File: config.mk
export PLATFORM = sky130hd
export DESIGN_NAME = uart_display_controller
export DESIGN_NICKNAME = d
export VERILOG_FILES = /design/src/rtl/uart_display_controller.sv
export SDC_FILE = /design/constraint.sdc
export NUM_CORES = 1
export LEC_CHECK = 0
export ABC_AREA = 1
export BUFFER_PORTS_ARGS = -buffer_cell sky130_fd_sc_hd__buf_4
export CORE_ASPECT_RATIO = 0.9
export CORE_MARGIN = 5
export CORE_UTILIZATION = 40
export CTS_BUF_LIST = sky130_fd_sc_hd__clkbuf_16
export CTS_CLUSTER_DIAMETER = 120
export DETAILED_ROUTE_END_ITERATION = 6
export SKIP_LAST_GASP = 1
export SLEW_MARGIN = 15
export SYNTH_ARGS = -nofsm -noshare
export SYNTH_HDL_FRONTEND = slang
export SYNTH_SLANG_ARGS = --single-unit
File: constraint.sdc
create_clock -name clock -period 1.5 [get_ports clock]
set_input_delay 0.075 -clock clock [delete_from_list [all_inputs] [get_ports clock]]
set_output_delay 0.075 -clock clock [all_outputs]
set_load 0.1 [all_outputs]
File: src/rtl/uart_display_controller.sv
// UART register/display controller: hex rx chars shift into a digit bank; see_bauds shows and transmits the baud rate.
// Optional build macro UART_ECHO_EN: echo accepted rx characters back through the transmitter.
module uart_display_controller #(
  parameter int NUM_DIGITS  = 6,
  parameter int HOLD_CYCLES = 50_000_000
) (
  input  logic                    clock,
  input  logic                    reset,
  input  logic [7:0]              rx_data,
  input  logic                    rx_valid,
  input  logic                    see_bauds,
  input  logic [1:0]              baudrate_sel,
  input  logic                    tx_ready,
  output logic [7:0]              tx_data,
  output logic                    tx_valid,
  output logic [4*NUM_DIGITS-1:0] digits,
  output logic                    baud_mode
);

  localparam int DW     = 4 * NUM_DIGITS;
  localparam int HOLD_W = (HOLD_CYCLES > 1) ? $clog2(HOLD_CYCLES) : 1;
  localparam logic [HOLD_W-1:0] HOLD_LOAD = HOLD_W'(HOLD_CYCLES - 1);

  localparam logic [2:0] T_IDLE = 3'd0;
`ifdef UART_ECHO_EN
  localparam logic [2:0] T_ECHO = 3'd1;
`endif
  localparam logic [2:0] T_BAUD = 3'd2;
  localparam logic [2:0] T_CR   = 3'd3;
  localparam logic [2:0] T_LF   = 3'd4;

  function automatic logic is_hex(input logic [7:0] b);
    return (b >= 8'h30 && b <= 8'h39) || (b >= 8'h41 && b <= 8'h46) ||
           (b >= 8'h61 && b <= 8'h66);
  endfunction

  function automatic logic [3:0] hex_nibble(input logic [7:0] b);
    return (b <= 8'h39) ? b[3:0] : (b[3:0] + 4'd9);
  endfunction

  function automatic logic [23:0] baud_bcd(input logic [1:0] sel);
    case (sel)
      2'b00:   return 24'h009600;
      2'b01:   return 24'h019200;
      2'b10:   return 24'h057600;
      default: return 24'h115200;
    endcase
  endfunction

  // Index (0 = most significant) of the first digit sent; every baud value has at least four digits.
  function automatic logic [2:0] first_digit(input logic [23:0] bcd);
    if (bcd[23:20] != 4'd0) return 3'd0;
    if (bcd[19:16] != 4'd0) return 3'd1;
    return 3'd2;
  endfunction

  function automatic logic [7:0] digit_ascii(input logic [23:0] bcd, input logic [2:0] idx);
    return 8'h30 + {4'h0, bcd[4*(5-int'(idx)) +: 4]};
  endfunction

  logic [DW-1:0]     live_q, live_d;
  logic              sync1_q, sync2_q, sync3_q, edge_q;
  logic              baud_mode_q, baud_mode_d;
  logic [HOLD_W-1:0] hold_q, hold_d;
  logic [DW-1:0]     disp_q, disp_d;
  logic [23:0]       tx_bcd_q, tx_bcd_d;
  logic [2:0]        idx_q, idx_d;
  logic [2:0]        state_q, state_d;
  logic              tx_valid_q, tx_valid_d;
  logic [7:0]        tx_data_q, tx_data_d;

  logic        rx_hex, rx_accept, xfer;
  logic [23:0] bcd_now;
  logic [2:0]  first_now;

  assign rx_hex    = rx_valid && is_hex(rx_data);
  assign rx_accept = rx_hex || (rx_valid && rx_data == 8'h0D);
  assign xfer      = tx_valid_q && tx_ready;
  assign bcd_now   = baud_bcd(baudrate_sel);
  assign first_now = first_digit(bcd_now);

  // Digit capture, hold timer and baud display
  always_comb begin
    live_d      = live_q;
    baud_mode_d = baud_mode_q;
    hold_d      = hold_q;
    disp_d      = disp_q;
    if (rx_hex) begin
      live_d = (live_q << 4) | DW'(hex_nibble(rx_data));
    end else if (rx_valid && rx_data == 8'h0D) begin
      live_d = '0;
    end
    if (edge_q) begin
      baud_mode_d = 1'b1;
      hold_d      = HOLD_LOAD;
      disp_d      = DW'({8'h00, bcd_now});
    end else if (baud_mode_q) begin
      if (hold_q == '0) baud_mode_d = 1'b0;
      else              hold_d      = hold_q - 1'b1;
    end
  end

  // Transmit sequencer; outputs are registered so tx_data stays put during stalls
  always_comb begin
    state_d    = state_q;
    tx_valid_d = tx_valid_q;
    tx_data_d  = tx_data_q;
    idx_d      = idx_q;
    tx_bcd_d   = tx_bcd_q;
    case (state_q)
      T_IDLE: begin
        if (edge_q) begin
          tx_bcd_d   = bcd_now;
          idx_d      = first_now;
          tx_data_d  = digit_ascii(bcd_now, first_now);
          tx_valid_d = 1'b1;
          state_d    = T_BAUD;
        end
`ifdef UART_ECHO_EN
        else if (rx_accept) begin
          tx_data_d  = rx_data;
          tx_valid_d = 1'b1;
          state_d    = T_ECHO;
        end
`endif
      end
`ifdef UART_ECHO_EN
      T_ECHO: begin
        if (xfer) begin
          tx_valid_d = 1'b0;
          state_d    = T_IDLE;
        end
      end
`endif
      T_BAUD: begin
        if (xfer) begin
          if (idx_q == 3'd5) begin
            tx_data_d = 8'h0D;
            state_d   = T_CR;
          end else begin
            idx_d     = idx_q + 3'd1;
            tx_data_d = digit_ascii(tx_bcd_q, idx_q + 3'd1);
          end
        end
      end
      T_CR: begin
        if (xfer) begin
          tx_data_d = 8'h0A;
          state_d   = T_LF;
        end
      end
      T_LF: begin
        if (xfer) begin
          tx_valid_d = 1'b0;
          state_d    = T_IDLE;
        end
      end
      default: begin
        tx_valid_d = 1'b0;
        state_d    = T_IDLE;
      end
    endcase
  end

  always_ff @(posedge clock) begin
    if (reset) begin
      live_q      <= '0;
      sync1_q     <= 1'b0;
      sync2_q     <= 1'b0;
      sync3_q     <= 1'b0;
      edge_q      <= 1'b0;
      baud_mode_q <= 1'b0;
      hold_q      <= '0;
      disp_q      <= '0;
      tx_bcd_q    <= '0;
      idx_q       <= '0;
      state_q     <= T_IDLE;
      tx_valid_q  <= 1'b0;
      tx_data_q   <= 8'h00;
    end else begin
      live_q      <= live_d;
      sync1_q     <= see_bauds;
      sync2_q     <= sync1_q;
      sync3_q     <= sync2_q;
      edge_q      <= sync2_q & ~sync3_q;
      baud_mode_q <= baud_mode_d;
      hold_q      <= hold_d;
      disp_q      <= disp_d;
      tx_bcd_q    <= tx_bcd_d;
      idx_q       <= idx_d;
      state_q     <= state_d;
      tx_valid_q  <= tx_valid_d;
      tx_data_q   <= tx_data_d;
    end
  end

  assign digits    = baud_mode_q ? disp_q : live_q;
  assign baud_mode = baud_mode_q;
  assign tx_valid  = tx_valid_q;
  assign tx_data   = tx_data_q;

endmodule

==> results of run 1 <==
==> synth_stat cells, types with 6 or more instances <==
master    number
a21oi_1       51
buf_2          6
clkbuf_1       9
dfxtp_1       81
ha_1          14
inv_1         83
inv_2         10
nand2_1      179
nand2_2        6
nand3_1       46
nand4_1       16
nor2_1        85
nor2_2         6
o21ai_0       23
xor2_1         7
==> routing by layer <==
layer  part of all wire (%)  global-route usage, %  vias up  wire length (um)
li1                       -                      -     2360                 -
met3                    3.9                   4.70        7               497
met2                     50                   32.3       96              6380
met1                     45                   24.2     2147              5670
met5                      0                      0        -                 0
met4                   0.75                   3.36        0                95
==> power by group through the flow <==
| stage | Sequential [mW] | Clock [mW] | Combinational [mW] |
|---|---|---|---|
| after global placement | 2.54 | 0 | 3.05 |
| final | 2.53 | 2.27 | 3.66 |
| after floorplan | 2.94 | 0 | 1.79 |
| after global routing | 2.55 | 2.44 | 3.97 |
| after detailed placement | 2.54 | 0 | 3.11 |
| after CTS | 2.51 | 2.33 | 3.44 |
==> stage by stage <==
step	TNS (ps)	utilization [%]
final	-969	58.7
after global routing	-4180	58.7
after CTS	-579	56.9
after detailed placement	-2550	51.4
after global placement	-1340	51.4
after floorplan	-514	-
==> repair_timing <==
item                       CTS  global route
gates resized for setup     46            48
cloned                       2             1
setup endpoints to repair   42            45
buffers inserted             9             1
pin swaps                   14            17
hold buffers                 2             0
hold endpoints to repair     2             0
==> cells by family (layout without fill, tap and decap cells) <==
kind of cell    count (synthesis)  after routing
simple gates                  356            357
flops                          81             81
fa+ha+maj                      14             14
xor+xnor                       10             10
compound gates                 96             96
mux                             1              1
buf+inv                       119            225
other cells                     1              2
==> registers in the layout, summed over array words and instances, names as in the netlist <==
register / cells
hold_q: 26
live_q: 24
disp_q: 7
tx_bcd_q: 7
tx_data: 5
idx_q: 3
state_q: 3
baud_mode: 1
edge_q: 1
sync1_q: 1
sync2_q: 1
sync3_q: 1
tx_valid: 1
==> worst reg2reg max path: cells and delay by family (launching register included) <==
kind,cells,cell delay [ps]
AOI/OAI and AO/OA,1,130
buffers and inverters,1,130
DFF,1,360
and+or+nand+nor,9,840
==> area by class of cell <==
type,count,area (sq um),share of cell area (%)
clock inverters,6,57.6,0.900
clock buffers,10,250,3.91
repair buffers,115,1060,16.7
flip-flops and latches,81,1650,25.8
multi-input cells,480,2820,44.0
inverters,94,365,5.71
well taps,152,190,2.97
==> final timing paths <==
check	slack [ps]	startpoint	depth (start not counted)	end
hold / removal	80	rx_data[0]	4	live_q[0]
setup / recovery	-100	hold_q[10]	11	hold_q[6]
hold reg to reg	390	sync3_q	1	edge_q
setup reg to reg	-100	hold_q[10]	11	hold_q[6]
==> results.sh, run 1 <==
export IMPL_status="complete, but fails checks"
export IMPL_violations="negative setup slack"
export IMPL_gp_routability_congestion=0.827
export IMPL_grt_max_degree=45
export IMPL_ys_flop_type="dfxtp_1"
export IMPL_fmaxAchievable_mhz=623
export IMPL_clockBufferDepth=2
export IMPL_syn_to_final_growth_pct=42.7
export IMPL_synth_edf_count=0
export IMPL_grt_ovfl_total=0
export IMPL_fin_ws_ps=-105
export IMPL_nNetsFinal=810
export IMPL_power_frac_comb_pct=43.3
export IMPL_grt_pass1_vias=4457
export IMPL_start_util_pct=41.1
export IMPL_drt_iter0_markers=304
export IMPL_cpPeakStageDelay_ps=360
export IMPL_cp_num_buf_inv=1
export IMPL_pre_cts_slack_ps=-136
export IMPL_first_pass_iters=5
export IMPL_std_cell_rows=36
export IMPL_synth_simple_area_share_pct=34.9
export IMPL_hold_ws_ps=77.2
export IMPL_drc=0
export IMPL_switching_power_mw=3.36
export IMPL_crit_type="reg2reg"
export IMPL_io_buffers=46
export IMPL_design_core_area_sq_um=10900
export IMPL_drt_total_wl_um=12600
export IMPL_place_inst=907
export IMPL_path_clk_slew_ps=60
export IMPL_synth_warnings=0
export IMPL_ant_nets=0
export IMPL_leakagePower_nw=2.95
export IMPL_insertion_delay_ps=340
export IMPL_finalHoldViolations=0
export IMPL_internal_power_mw=5.10
export IMPL_rsz0062_at_grt="yes"
export IMPL_die_area_sq_um=13400
export IMPL_fin_area_sq_um=6390
export IMPL_cts_root_buf="clkbuf_16"
export IMPL_vias_per_cell=4.91
export IMPL_async_flop_share_pct=0
export IMPL_cp_end_kind="register"
export IMPL_timing_final_crit_share_pct=107
export IMPL_required_ps=1710
export IMPL_crit_fanout=4
export IMPL_seq_power_share_pct=29.9
export IMPL_synth_top_family_by_area="simple AND/OR/NAND/NOR gates"
export IMPL_yosysUniqueCellTypes=43
export IMPL_crit_slowest_cell="dfxtp_1"
export IMPL_ir_drop_mv=1.47
export IMPL_pwr_share_clk_pct=26.9
export IMPL_fill_cells=1046
export IMPL_fin_total_pwr_mw=8.46
export IMPL_numCtsBuffers=9
export IMPL_layout_common_cells="nand2_1, buf_4, inv_1, dfxtp_1, a21oi_1"
export IMPL_grt_usage_pct=18.9
export IMPL_syn_avg_cell_area_sq_um=6.61
export IMPL_fin_skew_ps=5.86
export IMPL_synthMuxAreaShare_pct=0.251
export IMPL_final_cells=938
export IMPL_critical_path_cell_chain="nor2_2 > nand2_1 > nor2_2 > nand2_4 > nor2_8 > buf_12 > nor2_1 > nand2_1 > nand2_1 > a21oi_1 > nor2_1"
export IMPL_synth_top_cell_area_share_pct=36.2
export IMPL_setup_viol=21
export IMPL_pin_count=49
export IMPL_dpl_hpwl_um=8820
export IMPL_syn_inst=678
export IMPL_cts_tree="done"
export IMPL_synth_adder_area_share_pct=3.91
export IMPL_ys_ff_latch=81
export IMPL_antennaDiodeCount=0
export IMPL_synth_compound_area_share_pct=11.8
export IMPL_h_tree_depth=3
export IMPL_p_sw_share_pct=39.7
export IMPL_die_w_um=122
export IMPL_drive_gt1_share_pct=32.7
export IMPL_synthXorXnorAreaFrac_pct=1.95
export IMPL_cp_top_family="simple AND/OR/NAND/NOR gates"
export IMPL_cp_data_arrival_time_ps=1820
export IMPL_critPathMostFrequentCell="nand2_1"
export IMPL_slew_viol_final=0
export IMPL_maxCapViolations=0
export IMPL_antenna_found_initial=0
export IMPL_hold_path_class="in2reg"
export IMPL_mostFrequentLayoutCell="nand2_1"
export IMPL_grt_pass1_wl_um=21000
export IMPL_ys_seq_area_share_pct=36.2
export IMPL_min_period_ps=1600
export IMPL_synthTopCellsByArea="dfxtp_1, nand2_1, nor2_1, inv_1, a21oi_1"
export IMPL_postPlaceCellArea_sq_um=5600
export IMPL_cts_sinks=81
export IMPL_avgRoutedWirePerCell_um=13.5
export IMPL_synth_area_sq_um=4480
export IMPL_synth_area_leader_cell="dfxtp_1"
export IMPL_dieHeight_um=110
export IMPL_via_count=4610
export IMPL_cp_start_kind="register"
export IMPL_power_density_nw_per_um2=1320
Note: power is estimated with default switching activity, not from simulation.
==> run 2: changes to the inputs <==
--- a/config.mk
+++ b/config.mk
@@ -13,6 +13,7 @@
 export CTS_BUF_LIST = sky130_fd_sc_hd__clkbuf_16
 export CTS_CLUSTER_DIAMETER = 120
 export DETAILED_ROUTE_END_ITERATION = 6
+export GPL_TIMING_DRIVEN = 0
 export SKIP_LAST_GASP = 1
 export SLEW_MARGIN = 15
 export SYNTH_ARGS = -nofsm -noshare
==> run 2 against run 1 <==
Net effect: the run still ends with negative setup slack left; worst hold slack better by 4.1 ps; sequential power barely moved; clock power is 5% higher; maximum frequency grew 0.14%; total power is 0.85% higher; clock skew up 1.4 ps; critical path depth rose by 1; first-iteration DRC count down 6.3%; count of clock-buffer cells in the layout decreased by 1; core utilization increased by 0.72 points.
==> results.sh, run 2 (synthesized netlist as in run 1, its figures left out) <==
export IMPL_ir_drop_mv=1.51
export IMPL_via_count=4579
export IMPL_violations="negative setup slack"
export IMPL_cp_start_kind="register"
export IMPL_die_w_um=122
export IMPL_cts_sinks=81
export IMPL_pin_count=49
export IMPL_clockBufferDepth=2
export IMPL_antennaDiodeCount=0
export IMPL_io_buffers=45
export IMPL_ant_nets=0
export IMPL_r2r_start="hold_q[1]"
export IMPL_fill_cells=1021
export IMPL_seq_power_share_pct=30.0
export IMPL_dieHeight_um=110
export IMPL_grt_usage_pct=19.5
export IMPL_drive_gt1_share_pct=35.7
export IMPL_r2r_slack_ps=-100
export IMPL_p_sw_share_pct=39.9
export IMPL_std_cell_rows=36
export IMPL_largest_register_ffs=26
export IMPL_insertion_delay_ps=350
export IMPL_grt_ovfl_total=0
export IMPL_status="complete, but fails checks"
export IMPL_grt_max_degree=15
export IMPL_required_ps=1750
export IMPL_critPathMostFrequentCell="nand2_1"
export IMPL_rsz0062_at_grt="yes"
export IMPL_layout_common_cells="nand2_1, inv_1, dfxtp_1, buf_4, a21oi_1"
export IMPL_antenna_found_initial=0
export IMPL_nNetsFinal=795
export IMPL_vias_per_cell=4.96
export IMPL_fin_skew_ps=7.26
export IMPL_critPathLaunch="hold_q[1]"
export IMPL_drc=0
export IMPL_cpPeakStageDelay_ps=330
export IMPL_cts_tree="done"
export IMPL_cp_top_family="simple AND/OR/NAND/NOR gates"
export IMPL_cp_end_kind="register"
export IMPL_hold_path_class="in2reg"
export IMPL_internal_power_mw=5.13
export IMPL_dpl_hpwl_um=8860
export IMPL_mostFrequentLayoutCell="nand2_1"
export IMPL_gp_routability_congestion=0.908
export IMPL_critical_path_cell_chain="buf_4 > nor2_2 > nand2_4 > buf_4 > nor2_4 > nand2_2 > nor2_2 > nand2_1 > nand2_1 > nand3_1 > nand2_1 > inv_1"
export IMPL_start_util_pct=41.1
export IMPL_grt_use_met1_pct=25.9
export IMPL_grt_busiest_layer="met2"
export IMPL_switching_power_mw=3.40
export IMPL_grt_pass1_vias=4511
export IMPL_die_area_sq_um=13400
export IMPL_path_clk_slew_ps=60
export IMPL_use_met2_pct=31.5
export IMPL_h_tree_depth=3
export IMPL_grt_pass1_wl_um=21400
export IMPL_regArea_sq_um=1670
export IMPL_maxCapViolations=0
export IMPL_leakagePower_nw=2.92
export IMPL_worstHoldStart="rx_data[0]"
export IMPL_cp_num_buf_inv=3
export IMPL_slew_viol_final=0
export IMPL_power_frac_comb_pct=42.2
export IMPL_drt_iter0_markers=285
export IMPL_power_density_nw_per_um2=1320
export IMPL_crit_fanout=5
export IMPL_min_period_ps=1600
export IMPL_worst_pin_slew_ps=545
export IMPL_min_to="live_q[0]"
export IMPL_reg2reg_depth=12
export IMPL_gr_usage_met3_pct=4.65
export IMPL_slew_headroom_pct=63.6
export IMPL_avgRoutedWirePerCell_um=14.1
export IMPL_first_pass_iters=5
export IMPL_fmaxAchievable_mhz=624
export IMPL_crit_type="reg2reg"
export IMPL_cts_root_buf="clkbuf_16"
export IMPL_timing_final_crit_share_pct=107
export IMPL_fin_ws_ps=-103
export IMPL_drt_total_wl_um=13000
export IMPL_multiInputGateArea_sq_um=2970
export IMPL_finalHoldViolations=0
export IMPL_syn_to_final_growth_pct=44.5
export IMPL_hold_ws_ps=81.3
export IMPL_largestRegisters="hold_q x26, live_q x24"
export IMPL_rr_endpoint="hold_q[25]"
export IMPL_top_register="hold_q"
export IMPL_numCtsBuffers=9
export IMPL_pre_cts_slack_ps=-209
export IMPL_hold_path_depth=4
export IMPL_crit_slowest_cell="dfxtp_2"
export IMPL_pwr_share_clk_pct=27.9
export IMPL_design_core_area_sq_um=10900
export IMPL_cp_data_arrival_time_ps=1850
export IMPL_setup_viol=17
## run 2: tightest hold or removal path, cell delays in order
cell and delay [ps]:
buf_4 110, nand2_1 50, nand3_1 80, a21oi_1 60
## run 2: final cells by class
| type | count | share of cell area [%] |
|---|---|---|
| Timing Repair Buffer | 76 | 11.9 |
| Sequential cell | 81 | 25.8 |
| Tap cell | 152 | 2.94 |
| Clock buffer | 9 | 3.48 |
| Inverter | 94 | 5.61 |
| Buffer | 25 | 2.88 |
| Multi-Input combinational cell | 479 | 46.0 |
| Clock inverter | 7 | 1.47 |
## run 2: routing by layer
metal | share of wire (%) | vias to the layer above
met5 | 0 | -
met1 | 47 | 2166
li1 | - | 2329
met2 | 48 | 68
met3 | 3.6 | 16
met4 | 1.5 | 0
## run 2: how the worst max path moves through the flow
stage | to | slack, ps | depth (start not counted)
6_report | hold_q[25] | -100 | 12
5_1_grt | hold_q[17] | -240 | 10
4_1_cts | hold_q[6] | -80 | 11
3_5_place_dp | hold_q[20] | -210 | 12
3_3_place_gp | hold_q[20] | -190 | 12
2_1_floorplan | digits[1] | -100 | 2
## run 2: metrics by stage
stage	area, sq um	cells	setup TNS [ps]	utilization (%)	power (mW)
2_1_floorplan	4730	679	-514	-	4.73
3_3_place_gp	5260	876	-3820	48.2	5.25
3_5_place_dp	5260	876	-4590	48.2	5.28
4_1_cts	6140	912	-791	56.3	8.16
5_1_grt	6470	923	-3540	59.4	9.01
6_report	6470	923	-867	59.4	8.53
## run 2: power by group through the flow
stage	Combinational, mW	Sequential [mW]	Clock (mW)
after floorplan	1.79	2.94	0
after global placement	2.68	2.56	0
after detailed placement	2.71	2.57	0
after CTS	3.20	2.54	2.42
after global routing	3.89	2.59	2.53
final	3.60	2.56	2.38
## run 2: repair_timing
| item | 4_1_cts | 5_1_grt |
|---|---|---|
| gates resized for setup | 114 | 69 |
| hold buffers | 1 | 0 |
| hold endpoints to repair | 1 | 0 |
| endpoints found under the setup margin | 57 | 60 |
| setup buffers | 17 | 11 |
| gates cloned | 2 | 0 |
| pin swaps | 26 | 39 |
==> run 3: changes to the inputs <==
--- a/config.mk
+++ b/config.mk
@@ -6,13 +6,13 @@
 export NUM_CORES = 1
 export LEC_CHECK = 0
 export ABC_AREA = 1
-export BUFFER_PORTS_ARGS = -buffer_cell sky130_fd_sc_hd__buf_4
 export CORE_ASPECT_RATIO = 0.9
 export CORE_MARGIN = 5
 export CORE_UTILIZATION = 40
 export CTS_BUF_LIST = sky130_fd_sc_hd__clkbuf_16
 export CTS_CLUSTER_DIAMETER = 120
 export DETAILED_ROUTE_END_ITERATION = 6
+export DONT_BUFFER_PORTS = 1
 export GPL_TIMING_DRIVEN = 0
 export SKIP_LAST_GASP = 1
 export SLEW_MARGIN = 15
==> run 3 against run 2 <==
Net effect: the flow still finishes with violations (negative setup slack); critical path depth shrank 9; global-route usage shrank 0.59 points; clock power shrank 8%; first-iteration DRC count shrank 18%; die area is the same; critical endpoint is now digits[8].
==> results.sh, run 3 (synthesized netlist as in run 1, its figures left out) <==
export IMPL_r2r_start="hold_q[9]"
export IMPL_rsz0062_at_grt="yes"
export IMPL_numCtsBuffers=9
export IMPL_violations="negative setup slack"
export IMPL_cp_start_kind="register"
export IMPL_fmaxAchievable_mhz=547
export IMPL_gp_routability_congestion=0.878
export IMPL_insertion_delay_ps=340
export IMPL_fin_ws_ps=-330
export IMPL_critPathLaunch="baud_mode"
export IMPL_grt_pass1_wl_um=20800
export IMPL_grt_ovfl_total=0
export IMPL_drt_total_wl_um=13200
export IMPL_grt_pass1_vias=4252
export IMPL_crit_fanout=8
export IMPL_path_clk_slew_ps=60
export IMPL_slew_headroom_pct=35.1
export IMPL_die_w_um=122
export IMPL_ir_drop_mv=1.36
export IMPL_cts_sinks=81
export IMPL_fin_skew_ps=5.58
export IMPL_cp_data_arrival_time_ps=1750
export IMPL_timing_final_crit_share_pct=122
export IMPL_largestRegisters="hold_q x26, live_q x24"
export IMPL_dpl_hpwl_um=8570
export IMPL_clockBufferDepth=2
export IMPL_final_cells=894
export IMPL_slew_viol_final=0
export IMPL_pre_cts_slack_ps=-218
export IMPL_internal_power_mw=4.94
export IMPL_crit_type="reg2out"
export IMPL_mostFrequentLayoutCell="nand2_1"
export IMPL_worst_pin_slew_ps=973
export IMPL_drt_iter0_markers=233
export IMPL_crit_slowest_cell="nor2_4"
export IMPL_grt_usage_pct=18.9
export IMPL_start_util_pct=41.1
export IMPL_cts_root_buf="clkbuf_16"
export IMPL_cp_end_kind="primary output"
export IMPL_drive_gt1_share_pct=32.7
export IMPL_hold_ws_ps=32.3
export IMPL_layout_common_cells="nand2_1, inv_1, dfxtp_1, nor2_1, a21oi_1"
export IMPL_cts_tree="done"
export IMPL_vias_per_cell=5.06
export IMPL_cp_top_family="simple AND/OR/NAND/NOR gates"
export IMPL_die_area_sq_um=13400
export IMPL_largest_register_ffs=26
export IMPL_required_ps=1420
export IMPL_min_period_ps=1830
export IMPL_dieHeight_um=110
export IMPL_io_buffers=0
export IMPL_via_count=4523
export IMPL_drc=0
export IMPL_design_core_area_sq_um=10900
export IMPL_seq_power_share_pct=35.9
export IMPL_top_register="hold_q"
export IMPL_maxCapViolations=0
export IMPL_antenna_found_initial=0
export IMPL_cp_num_buf_inv=2
export IMPL_nNetsFinal=766
export IMPL_setup_viol=53
export IMPL_critPathMostFrequentCell="clkbuf_16"
export IMPL_leakagePower_nw=2.74
export IMPL_ant_nets=0
export IMPL_place_inst=831
export IMPL_pin_count=49
export IMPL_p_sw_share_pct=40.8
export IMPL_pwr_share_clk_pct=26.4
export IMPL_hold_path_class="in2reg"
export IMPL_finalHoldViolations=0
export IMPL_first_pass_iters=6
export IMPL_std_cell_rows=36
export IMPL_h_tree_depth=3
export IMPL_avgRoutedWirePerCell_um=14.8
export IMPL_worstHoldStart="tx_ready"
export IMPL_cpPeakStageDelay_ps=490
export IMPL_status="complete, but fails checks"
export IMPL_grt_max_degree=15
export IMPL_antennaDiodeCount=0
export IMPL_critical_path_cell_chain="clkbuf_16 > clkbuf_16 > nor2_4"
export IMPL_syn_to_final_growth_pct=40.6
export IMPL_power_frac_comb_pct=37.7
export IMPL_power_density_nw_per_um2=1320
export IMPL_switching_power_mw=3.41
## run 3: cell types whose count changed in the layout (fill, tap and decap cells not counted), sizes merged
cell         delta
clkinv          +1
dlygate4sd3     +2
clkbuf          -1
clkinvlp        -1
bufinv          -1
buf            -30
inv             +1
## run 3: final cells by class
cell class                 count  area, sq um
clock inverter                 7         68.8
multi-input combinational    479         3090
buffer                        25          214
tap                          152          190
timing repair buffer          47          468
inverter                      94          365
fill                         984         4600
sequential                    81         1680
clock buffer                   9          225
## run 3: worst paths after layout
kind              cells past startpoint  slack [ps]    endpoint
setup / recovery                      3        -330   digits[8]
hold / removal                        4          30  state_q[2]
hold reg to reg                       1         390      edge_q
setup reg to reg                     10        -190   hold_q[3]
## run 3: power by group through the flow
stage          sequential (mW)  combinational [mW]  clock [mW]
6_report                  3.00                3.15        2.20
5_1_grt                   3.03                3.43        2.32
4_1_cts                   2.96                2.83        2.24
3_5_place_dp              2.99                2.14           0
3_3_place_gp              2.99                2.11           0
2_1_floorplan             2.94                1.79           0
## run 3: repair_timing
| action | 4_1_cts | 5_1_grt |
|---|---|---|
| buffers inserted | 29 | 11 |
| setup endpoints to repair | 61 | 75 |
| pin swaps | 49 | 34 |
| gates resized for setup | 122 | 67 |
| gates cloned | 1 | 3 |
| hold buffers | 3 | 0 |
| endpoints found under the hold margin | 3 | 0 |
## run 3: metal layers
metal	GRT usage, %	wire length [um]	part of all wire (%)	vias up
met1	25.1	5870	44	2123
met3	4.60	662	5.0	26
met5	0	0	0	-
met4	5.30	265	2.0	0
li1	-	-	-	2268
met2	30.4	6450	49	106
## run 3: stage by stage
stage | instance area (sq um) | power [mW] | utilization (%) | TNS (ps)
after floorplan | 4730 | 4.73 | - | -514
after global placement | 4920 | 5.10 | 45.1 | -6690
after detailed placement | 4920 | 5.14 | 45.1 | -7390
after CTS | 5960 | 8.02 | 54.7 | -6920
after global routing | 6300 | 8.77 | 57.8 | -11550
final | 6300 | 8.35 | 57.8 | -8260
## run 3: tightest hold or removal path: cells and delay by family
| family | cells | cell delay [ps] |
|---|---|---|
| AOI/OAI and AO/OA | 1 | 60 |
| and+or+nand+nor | 3 | 190 |
